==> config.mk <==
export PLATFORM = sky130hd
export DESIGN_NAME = risc_datapath
export DESIGN_NICKNAME = d
export VERILOG_FILES = /design/src/rtl/risc_datapath.sv
export SDC_FILE = /design/constraint.sdc
export NUM_CORES = 1
export LEC_CHECK = 0
export BUFFER_PORTS_ARGS = -buffer_cell sky130_fd_sc_hd__buf_2
export CAP_MARGIN = 40
export CORE_ASPECT_RATIO = 0.9
export CORE_UTILIZATION = 35
export DETAILED_ROUTE_END_ITERATION = 6
export PLACE_DENSITY = 0.62
export SKIP_CTS_REPAIR_TIMING = 1
export SLEW_MARGIN = 20
export SYNTH_ARGS = -nofsm -noshare
export SYNTH_HDL_FRONTEND = slang
export SYNTH_SLANG_ARGS = --single-unit
==> constraint.sdc <==
create_clock -name clk -period 5.5 [get_ports clk]
set_input_delay 1.1 -clock clk [delete_from_list [all_inputs] [get_ports clk]]
set_output_delay 1.1 -clock clk [all_outputs]
set_load 0.03 [all_outputs]
==> src/rtl/risc_datapath.sv <==
// risc_datapath: VeriRisc PC/IR/AC/ALU datapath with phase sequencer, halt latch and external memory port
module risc_datapath (
  input  logic       clk,
  input  logic       rst_n,
  input  logic       sel,
  input  logic       rd,
  input  logic       ld_ir,
  input  logic       inc_pc,
  input  logic       halt,
  input  logic       ld_pc,
  input  logic       data_e,
  input  logic       ld_ac,
  input  logic       wr,
  output logic [2:0] opcode,
  output logic [2:0] phase,
  output logic       zero,
  output logic       halted,
  output logic [4:0] mem_addr,
  input  logic [7:0] mem_rdata,
  output logic [7:0] mem_wdata,
  output logic       mem_re,
  output logic       mem_we
);
  logic [4:0] pc;
  logic [7:0] ir, ac, bus, alu;
  assign bus = rd ? mem_rdata : data_e ? ac : 8'h00;
  assign opcode = ir[7:5];
  assign zero = ac == 8'h00;
  assign mem_addr = sel ? pc : ir[4:0];
  assign mem_wdata = ac;
  assign mem_re = rd;
  assign mem_we = wr & ~halted;
  always_comb
    alu = opcode == 3'd2 ? ac + bus : opcode == 3'd3 ? ac & bus : opcode == 3'd4 ? ac ^ bus : bus;
  always_ff @(posedge clk or negedge rst_n)
    if (!rst_n) begin
      pc <= 5'd0;
      ir <= 8'h00;
      ac <= 8'h00;
      phase <= 3'd0;
      halted <= 1'b0;
    end else if (!halted) begin
      phase <= phase + 3'd1;
      halted <= halt;
      if (ld_ir) ir <= bus;
      if (ld_pc) pc <= ir[4:0];
      else if (inc_pc) pc <= pc + 5'd1;
      if (ld_ac) ac <= alu;
    end
endmodule
=== Word level (Yosys, flattened, before mapping) ===
Cells that the tools add are included.

* Bits in registers: 25
* Input bits: 19
* Logic and storage cells: 29

* Add/sub/neg operators: 3
* Eq/ne operators: 3
* Muxes and demuxes: 9
* Bitwise logic cells: 4
* Reduce and logical (&&, ||, !) cells: 5

{| class="wikitable"
|+ Operators with widths
! operator !! number
|-
| 2-to-1 mux 8 bit || 5
|-
| 2-to-1 mux 5 bit || 3
|-
| adder 8 bit || 1
|-
| bitwise AND 8 bit || 1
|-
| zero test 8 bit || 1
|-
| XOR 8 bit || 1
|-
| == test 3 x 2 -> 1 bit (second input constant) || 2
|-
| AND reduction 2 bit || 3
|-
| adder 5 x 1 -> 5 bit (second input constant) || 1
|-
| adder 3 x 1 -> 3 bit (second input constant) || 1
|-
| == test 3 bit (second input constant) || 1
|-
| nonzero test 2 bit || 1
|-
| bitwise AND 1 bit || 1
|-
| 2-to-1 mux 1 bit || 1
|-
| inverter 1 bit || 1
|}

=== Logic depth before layout (Yosys ltp) ===
* Word-level depth: 6
* Mapped depth: 11
* Mapped depth without buffers: 10

=== Worst setup path after synthesis ===
OpenSTA, ideal clock, no wires.

* Path kind: input -> register
* Start point: input port rd
* End point: register ac[6] (netlist: mem_wdata[6])
* Setup time: 82 ps
* Arrival: 3122 ps
* Required time: 5418 ps
* Setup slack: 2296 ps
* Stages on the path: 11
* Cell sequence: buf_2 > nor2b_4 > a22oi_1 > inv_1 > ha_1 > fa_1 > a21o_1 > a221oi_1 > xnor2_1 > nand2_1 > a31oi_1

* Elaborated cells on any way between the ends: 7
* Those cells by class: add/sub (1); mux (4); bitwise (2)

{| class="wikitable"
|+ RTL lines
! item !! line !! RTL
|-
| from (decl) || 6 || <nowiki>input logic rd,</nowiki>
|-
| 2-to-1 mux 8 bit || 26 || <nowiki>assign bus = rd ? mem_rdata : data_e ? ac : 8'h00;</nowiki>
|-
| net bus[0] || 25 || <nowiki>logic [7:0] ir, ac, bus, alu;</nowiki>
|-
| adder 8 bit || 34 || <nowiki>alu = opcode == 3'd2 ? ac + bus : opcode == 3'd3 ? ac & bus : opcode == 3'd4 ? ac ^ bus : bus;</nowiki>
|-
| 2-to-1 mux 8 bit || 34 ||
|-
| to (signal assigned) || 48 || <nowiki>if (ld_ac) ac <= alu;</nowiki>
|-
| to (decl) || 25 ||
|}

The timed path passes the listed nets, and every way through them passes these cells.
A chain may end at the register's enable or synchronous reset.

=== Final worst setup path ===
Same ends and word-level chain as after synthesis.

==> impl_metrics.toml <==
[status]
status = "finished clean"

[clocking]
clock_path_buffers = 2
cts-buffers-inserted = 3
cts_root_buf = "clkbuf_8"
h-tree-depth = 1
path_clk_slew_ps = 90
cts_tree = "built"
cts.sinks = 25
clock_latency_ps = 270

[place]
dp_hpwl_mm = 3.31
dpl_cell_area_um2 = 2050
gp_congestion = 0.812
port_buffers = 41

[floorplanning]
fp.coreArea_um2 = 4920
dieArea_um2 = 5530
num_rows = 24
ios = 42
start_util_pct = 37.2
die_y_um = 70.6
die_x_um = 78.3

[power]
p_int_uw = 316
p_comb_share_pct = 33.6
switchingPower_uw = 190
p_per_area_nw_per_um2 = 242
power_uw = 506
p_clk_share_pct = 22.4
p_seq_share_pct = 43.9
p_leak_uw = 0.000986
ir_drop_uv = 88.2
switching_share_pct = 37.5

[timing]
final_min_period_over_clock_period_pct = 58.1
hold_viol = 0
finClkSkew_ps = 2.78
max_slew_margin_pct = 49.6
clock.fmax_mhz = 313
final_max_slew_viol_count = 0
worst_pin_slew_ps = 755
tns_ps = 0
fin_crit_ps = 3190
hold_ws_ps = 475
rsz0062_at_grt = "no"
setup_violations = 0

[setup_path]
cp.required_ps = 5700
crit_family = "compound AO/OA/AOI/OAI gates"
critPathKind = "input pin to flop"
crit_chain = "buf_2 -> nor2b_4 -> a22oi_1 -> inv_1 -> ha_1 -> fa_1 -> a21o_1 -> a221oi_1 -> xnor2_1 -> nand2_1 -> a31oi_1"
crit_arrival_ps = 3400
crit_slowest_cell = "fa_1"
cp_slowest_stage_delay_ps = 410
start_kind = "input pin"
crit_buf_inv = 2
cp_max_fo = 11
critPathCaptureType = "flop"

[global_route]
grt_first_pass_wirelength_mm = 7.29
grt_pass1_vias = 1451
grt_antenna_before_repair = 0
overflow = 0
grt_max_degree = 26
grt.total_usage_pct = 16.9

[synth]
ys_async_sr_fraction_pct = 100
synth-edff-count = 0
synth_seq_area_share_pct = 34.2
synth_ff_type = "dfrtp_1"
synth_cells = 206
syn-mean-instance-area_um2 = 8.89
yosysWarnings = 0
ys_ff_latch = 25
syn_nets = 236
synth_area_um2 = 1830
yosys.cell_types.count = 48

[detailed_routing]
detail-route-antenna-nets = 0
viasPerCell = 5.50
wire_per_inst_um = 15.1
drt_iter0_drc = 158
wl_mm = 4.57
vias = 1665
drc = 0
first_pass_iters = 4

[final_layout]
fillers = 511
synthToLayoutAreaGrowth_pct = 14.3
diodes = 0
regArea_um2 = 626
nNetsFinal = 269
drive_above_1_share_pct = 23.5
fin_area_um2 = 2090
multiInputGateArea_um2 = 1100
final_common_cell = "buf_2"
layout_common_cells = "buf_2, dfrtp_1, nand2_1, o21ai_1, a21oi_1"

[hold_path]
hp-class = "flop to flop"

[job]
cap_violations = 0
-- flip-flops by register name, summed over array words and instances, names as in the netlist --
register / count
halted: 1
pc: 5
phase: 3
ir: 8
mem_wdata: 8
-- final cells by class --
cell class / instances / share of cell area, %
repair buffers: 41 / 9.80
multi-input cells: 160 / 52.8
clock inverters: 1 / 0.239
flip-flops and latches: 25 / 29.9
well taps: 65 / 3.89
inverters: 8 / 1.43
clock buffers: 3 / 1.97
-- power groups by stage --
stage | clock, uW | sequential [uW] | combinational [uW]
2_1_floorplan | 0 | 233 | 114
3_3_place_gp | 0 | 226 | 170
3_5_place_dp | 0 | 226 | 169
4_1_cts | 119 | 222 | 170
5_1_grt | 127 | 225 | 186
6_report | 113 | 222 | 170
-- routing by layer --
metal / vias to the layer above / routed length (um) / GRT usage (%)
li1: 825 / - / -
met1: 799 / 2260 / 25.3
met4: 0 / 14 / 2.67
met5: - / 0 / 0
met3: 2 / 212 / 2.84
met2: 39 / 2080 / 25.7
-- cell families (layout without fill, tap and decap cells) --
family	after synthesis	count (layout)	share of synthesized area [%]
AO/OA/AOI/OAI	66	66	23.6
multiplexers	12	12	7.24
buffers and inverters	21	53	5.53
adder cells (fa/ha/maj)	11	11	7.92
AND/OR/NAND/NOR	64	64	18.2
flip-flops	25	25	34.2
XOR/XNOR	7	7	3.35
-- synth_stat cells, drive strengths merged, types with 5 or more instances --
cell	number	share of area [%]
xnor2	5	2.4
a21oi	12	3.3
inv	8	1.6
dfrtp	25	34
a22oi	9	4.0
o21ai	19	5.2
nand2	23	4.7
mux2	10	6.1
nor2b	5	2.1
buf	11	3.5
a31oi	6	2.0
nor2	9	2.0
ha	10	6.8
nand3	6	1.6
-- per-stage QoR --
step                setup slack, ps  std cells  util [%]
floorplan                      2300        206         -
global placement               2140        299      41.6
detailed placement             2050        299      41.6
CTS                            2320        303      42.5
global route                   2150        303      42.5
finish                         2310        303      42.5
-- worst paths after layout --
path                                     startpoint                       end  slack, ps  cells past startpoint
setup / recovery                                 rd  mem_wdata[6]$_DFFE_PN0P_       2310                     11
hold / removal                 phase[2]$_DFFE_PN0N_      phase[2]$_DFFE_PN0N_        480                      1
setup reg to reg           mem_wdata[0]$_DFFE_PN0P_  mem_wdata[6]$_DFFE_PN0P_       3020                      9
hold reg to reg                phase[2]$_DFFE_PN0N_      phase[2]$_DFFE_PN0N_        480                      1
max in group asynchronous                     rst_n         pc[3]$_DFFE_PN0P_       4280                      1
min in group asynchronous                     rst_n      phase[0]$_DFFE_PN0N_        820                      1
No activity file was read; power rests on OpenSTA's default activity.
